**config.mk**
```make
export PLATFORM = sky130hd
export DESIGN_NAME = clkdiv_prog
export DESIGN_NICKNAME = d
export VERILOG_FILES = /design/src/rtl/clkdiv_prog.sv
export SDC_FILE = /design/constraint.sdc
export NUM_CORES = 1
export LEC_CHECK = 0
export CAP_MARGIN = 25
export CORE_AREA = 2 2 104 182
export CTS_BUF_LIST = sky130_fd_sc_hd__clkbuf_4 sky130_fd_sc_hd__clkbuf_8
export CTS_CLUSTER_SIZE = 16
export DETAILED_ROUTE_END_ITERATION = 8
export DIE_AREA = 0 0 106 184
export GPL_TIMING_DRIVEN = 0
export PLACE_DENSITY = 0.64
export SKIP_CTS_REPAIR_TIMING = 1
export SYNTH_ARGS = -nofsm -noshare
export SYNTH_HDL_FRONTEND = slang
export SYNTH_SLANG_ARGS = --single-unit
```
**constraint.sdc**
```tcl
create_clock -name clk -period 4.35 [get_ports clk]
set_input_delay 0.87 -clock clk [delete_from_list [all_inputs] [get_ports clk]]
set_output_delay 0.87 -clock clk [all_outputs]
set_load 0.005 [all_outputs]
```
**src/rtl/clkdiv_prog.sv**
```systemverilog
// clkdiv_prog: multi-channel programmable clock divider with staged divisor updates.
// Each channel emits a near-50% divided level and a one-cycle tick clock-enable.
module clkdiv_prog #(
    parameter int NCH       = 4,
    parameter int WIDTH     = 8,
    parameter int RESET_DIV = 8
) (
    input  logic                                     clk,
    input  logic                                     rst,
    input  logic                                     cfg_we,
    input  logic [((NCH > 1) ? $clog2(NCH) : 1)-1:0] cfg_ch,
    input  logic [WIDTH-1:0]                         cfg_div,
    input  logic [NCH-1:0]                           ch_en,
    input  logic                                     sync,
    output logic [NCH-1:0]                           pending,
    output logic [NCH-1:0]                           tick,
    output logic [NCH-1:0]                           clk_out
);
    localparam int               CHW      = (NCH > 1) ? $clog2(NCH) : 1;
    localparam logic [WIDTH-1:0] DIV_INIT = WIDTH'(RESET_DIV);
    localparam logic [WIDTH-1:0] ONE      = WIDTH'(1);
    localparam logic [WIDTH-1:0] TWO      = WIDTH'(2);

    logic [WIDTH-1:0] cfg_val;
    logic             cfg_valid;

    // Divisors below 2 cannot produce a meaningful period, so they are raised to 2.
    assign cfg_val   = (cfg_div < TWO) ? TWO : cfg_div;
    assign cfg_valid = cfg_we && (int'(cfg_ch) < NCH);

    for (genvar i = 0; i < NCH; i++) begin : g_ch
        logic [WIDTH-1:0] cnt;
        logic [WIDTH-1:0] div;
        logic [WIDTH-1:0] shadow;
        logic [WIDTH-1:0] half;
        logic [WIDTH-1:0] cnt_inc;
        logic [WIDTH-1:0] div_next;
        logic             pend;
        logic             tick_r;
        logic             clk_r;
        logic             wr;
        logic             wrap;

        assign wr      = cfg_valid && (cfg_ch == CHW'(i));
        assign half    = div - (div >> 1);
        assign wrap    = (cnt == div - ONE);
        assign cnt_inc = cnt + ONE;
        // A write landing on an apply point wins over an older staged value.
        assign div_next = wr ? cfg_val : (pend ? shadow : div);

        always_ff @(posedge clk or posedge rst) begin
            if (rst) begin
                cnt    <= '0;
                div    <= DIV_INIT;
                shadow <= DIV_INIT;
                pend   <= 1'b0;
                tick_r <= 1'b0;
                clk_r  <= 1'b0;
            end else if (sync || !ch_en[i]) begin
                cnt    <= '0;
                div    <= div_next;
                shadow <= div_next;
                pend   <= 1'b0;
                tick_r <= 1'b0;
                clk_r  <= 1'b0;
            end else if (wrap) begin
                cnt    <= '0;
                div    <= div_next;
                shadow <= div_next;
                pend   <= 1'b0;
                tick_r <= 1'b1;
                clk_r  <= 1'b0;
            end else begin
                cnt    <= cnt_inc;
                tick_r <= 1'b0;
                clk_r  <= (cnt_inc >= half);
                if (wr) begin
                    shadow <= cfg_val;
                    pend   <= 1'b1;
                end
            end
        end

        assign pending[i] = pend;
        assign tick[i]    = tick_r;
        assign clk_out[i] = clk_r;
    end
endmodule

```
# Word-level counts from Yosys, hierarchy flattened
# Index checks and enable logic that the tools add are counted.
# op_classes
addsub,12
n_lt_le_gt_ge,5
n_eq_ne,7
mux,65
n_reduce_logical,21
# ops
operator,n
2-to-1 mux 8 bit,37
adder 8 x 1 -> 8 bit (second input constant),4
equality test 8 bit,4
>= comparator 8 bit,4
subtractor 8 x 1 -> 8 bit (second input constant),4
subtractor 8 x 7 -> 8 bit,4
2-to-1 mux 1 bit,28
nonzero test 3 bit,4
less-than comparator 8 x 2 -> 1 bit (second input constant),1
nonzero test 2 bit,4
equality test 2 bit (second input constant),2
logical AND 1 bit,4
logical NOT 1 bit,4
logical OR 1 bit,4
equality test 2 x 1 -> 1 bit (second input constant),1
logical NOT 2 bit,1
# totals
ff_bits,108
input_bits,18
out_inout_bits,12
word_cells,134

# Longest topological paths before layout
# depth
ltp_word,5
ltp_mapped,13
depth_no_buf,13

# Worst setup path before layout
# Ideal clock, no wire load.
# synth_timing
kind,flip-flop to flip-flop
from,register g_ch[1].div[3]
to,register g_ch[1].shadow[0]
setup_ns,0.137
arrival_ns,2.709
required_time_ns,4.213
slack_ns,1.504
path_stages_with_launch,10
n_path_buf,0
period_less_slack_ns,2.846
path_cell_list,dfstp_2 > inv_1 > ha_1 > and3b_1 > or4_4 > a2111oi_4 > nand4_4 > a31oi_4 > mux2i_1 > a21oi_1
# synth_via
elab_chain_len,4
elab_cells_between_ends,5
classes_between,add/sub (1); eq/ne (1); mux (2); reduce/logical (1)
# synth_rtl
element,line,source
from (decl),33,logic [WIDTH-1:0] div;
from (signal assigned),61,div <= div_next;
from (signal assigned),68,div <= div_next;
subtractor 8 x 1 -> 8 bit *,46,assign wrap = (cnt == div - ONE);
equality test 8 bit *,46,
2-to-1 mux 8 bit,66,end else if (wrap) begin
2-to-1 mux 8 bit,59,end else if (sync || !ch_en[i]) begin
to (signal assigned),62,shadow <= div_next;
to (signal assigned),69,shadow <= div_next;
to (signal assigned),78,shadow <= cfg_val;
to (decl),34,logic [WIDTH-1:0] shadow;
# Mark *: on every way between the ends. The rest lies on a longest branch, timed or not.
# A chain may end at the register's enable or synchronous reset.

# Final worst setup path
# layout_timing
from,register g_ch[2].div[2]
to,register g_ch[2].div[5]
# layout_via
elab_chain_len,3
# layout_rtl
element,line
from (decl),33
from (signal assigned),61
from (signal assigned),68
subtractor 8 x 1 -> 8 bit,46
equality test 8 bit,46
nonzero test 2 bit (no line),--
# Every way passes these cells.

==> flow_summary.ini <==
[logic_synthesis]
synth_seq_area_share = 0.3390
ys.flop_type = dfrtp_1
synth_seq_cells = 108
yosys_warnings = 0
yosys.cell_count.top_type = ha_1
synth_top_area_frac = 0.3127
synth_edf_count = 0
synth_area_leaders = dfrtp_1 (31%), ha_1 (16%), xnor2_1 (7.6%), a21oi_1 (4.6%), mux2i_1 (4.0%)
yosys.area.top_type = dfrtp_1
syn_area_um2 = 8001
synth_area_per_cell_um2 = 9.746
synth_nets = 947
synth_common_cells = ha_1 (104), dfrtp_1 (100), a21oi_1 (73), xnor2_1 (69), inv_1 (68)
synth_cell_types = 53
netlist_instances = 821
synthArstFlopShare = 1.000

[critical_path]
crit_type = reg -> reg
worstReg2RegEnd = g_ch[2].div[5]
r2r_start = g_ch[2].div[2]
crit_fanout = 10
start_kind = register
reg2reg_depth = 9
crit_start = g_ch[2].div[2]
end_kind = register
cp_data_required_time_ns = 4.66
rrSetupSlack_ns = 0.99
cp_data_arrival_time_ns = 3.67

[power_and_ir_drop]
p_sw_mw = 1.325
combPwrFrac = 0.426
seqPwrFrac = 0.372
peakVddDrop_mv = 0.1506
clkPwrFrac = 0.203
intPower_mw = 2.195
leakagePower_nw = 4.073
switching_share = 0.3764
power_density_nw_per_um2 = 400.7

[layout]
num-nets-final = 982
fin_util = 0.4886
fill_cells = 1688
fin_cells = 1095
drive_above_1_share = 0.07549
syn2layout_area_growth_pct = 9.758
diodes = 0

[die]
die-height_um = 184
die_area_um2 = 19500
core-area_um2 = 17970
fp-row-count = 65
die_w_um = 106
start_util = 0.4452
io-pin-count = 30

[timing]
finalMaxSlewViolations = 0
max_slew_margin = 0.4399
fin_crit_ns = 3.362
max_clock_freq_mhz = 297.4
report.final.hold_viol_count = 0
setup_viol = 0
clock_skew_ns = 0.01255
rsz0062_at_grt = false
post-route-period-util = 0.7729
worstMarginPinSlew_ns = 0.8345

[route]
drt_iter0_markers = 162
viasPerCell = 5.306
final_antenna_net_count = 0
drtPass1Iterations = 4
wl_per_cell_um = 15.88
routed_wirelength_um = 17390
drc = 0
num_vias = 5810

[global_routing]
gr-total-overflow = 0
grt_use_total = 0.1929
grt_pass1_vias = 6131
antenna_found_initial = 0
grt_max_degree = 97
grt_pass1_wl_um = 29630

[clock_network]
cts_tree = yes
clock-sinks = 108
cts_buffers = 9
clk_path_buf_depth = 2
h-tree-depth = 3
clock_latency_ns = 0.40
path_clk_slew_ns = 0.10
cts-root-buf = clkbuf_8

[worst_hold_path]
min_from = g_ch[0].div[3]
min_path_type = reg -> reg
whs_path_depth = 1
hold_path_end = g_ch[0].div[3]

[flow_run]
cap_violations = 0

[placed_design]
place_inst = 1079
io_buffers = 23
gp_congestion = 0.8083
dp_hpwl_um = 13530

[run_status]
status = finished clean
## placed cells by master, fill, tap and decap left out, types with 4 or more instances in the layout
master and n:
ha_1 104, dfrtp_1 100, a21oi_1 73, xnor2_1 69, inv_1 67, nor2_1 64
nor2b_1 35, xor2_1 33, o22ai_1 33, mux2i_1 32, a2bb2oi_1 32, clkdlybuf4s50_1 23
nand2_1 21, nand3_1 16, o21bai_1 16, buf_4 15, clkbuf_1 11, o21ai_0 11
nand2b_1 10, clkbuf_8 10, dfstp_2 8, buf_2 6, and3_1 4, o211ai_1 4
fa_1 4
## layer usage
metal	GRT usage	routed length, um	vias to the layer above
met1	0.1937	6537	2816
met5	0	0	-
met2	0.3791	9780	71
met4	0.09684	656	0
met3	0.02623	413	34
li1	-	-	2889
## critical path, cell delays in order (launching register included)
cell and delay (ns):
dfrtp_1 0.46, inv_1 0.19, ha_1 0.17, nor2b_1 0.29, o221ai_1 0.20, xnor2_1 0.25, nand2_1 0.11, o21ai_1 0.68
a21boi_1 0.72, a2bb2oi_1 0.22
## logic make-up (layout without fill, tap and decap cells)
group                    after synthesis  count (layout)  share of synthesized area
flip-flops                           108             108                     0.3390
AND/OR/NAND/NOR                      172             172                     0.1134
AO/OA/AOI/OAI                        193             193                     0.1653
XOR/XNOR                             102             102                     0.1117
adder cells (fa/ha/maj)              108             108                     0.1726
buffers and inverters                106             146                    0.05801
multiplexers                          32              32                    0.04003
## registers in the layout, summed over array words and instances (netlist names)
register	flops
g_ch.clk_r	4
g_ch.cnt	32
g_ch.pend	4
g_ch.shadow	32
g_ch.tick_r	4
g_ch.div	32
## worst max-delay path by stage
| stage | endpoint | slack, ns | cells past startpoint |
|---|---|---|---|
| 6_report | g_ch[2].div[5] | 0.99 | 9 |
| 5_1_grt | g_ch[2].div[1] | 0.66 | 9 |
| 4_1_cts | g_ch[2].div[5] | 0.92 | 9 |
| 3_5_place_dp | g_ch[3].div[2] | 0.86 | 7 |
| 3_3_place_gp | g_ch[0].cnt[3] | -1.24 | 2 |
| 2_1_floorplan | g_ch[0].clk_r | 0.65 | 1 |
## power by group through the flow
| stage | logic (mW) | registers, mW | clock network [mW] |
|---|---|---|---|
| after detailed placement | 1.51 | 1.33 | 0 |
| after global placement | 1.46 | 1.32 | 0 |
| after CTS | 1.52 | 1.31 | 0.729 |
| final | 1.50 | 1.31 | 0.713 |
| after floorplan | 1.21 | 1.28 | 0 |
| after global routing | 1.71 | 1.34 | 0.763 |
## cell type report
| type | instances | area [um^2] | share of cell area |
|---|---|---|---|
| clock inverters | 6 | 87.58 | 0.009973 |
| well taps | 234 | 292.8 | 0.03334 |
| clock buffers | 10 | 137.6 | 0.01567 |
| inverters | 71 | 271.5 | 0.03092 |
| multi-input cells | 607 | 4825 | 0.5494 |
| flip-flops and latches | 108 | 2713 | 0.3089 |
| repair buffers | 24 | 257.7 | 0.02935 |
| plain buffers | 35 | 197.7 | 0.02251 |
## through the flow
step | power, mW | TNS (ns) | cell area, um^2 | hold slack [ns] | setup WS (ns)
global route | 3.809 | 0 | 8782 | 0.5534 | 0.6626
floorplan | 2.491 | 0 | 8001 | 0.5080 | 0.6476
CTS | 3.562 | 0 | 8782 | 0.5443 | 0.9199
finish | 3.519 | 0 | 8782 | 0.5427 | 0.9880
global placement | 2.784 | -124.00 | 8524 | 0.5231 | -1.241
detailed placement | 2.841 | 0 | 8557 | 0.5299 | 0.8559
Power figures use the tool's default switching activity.
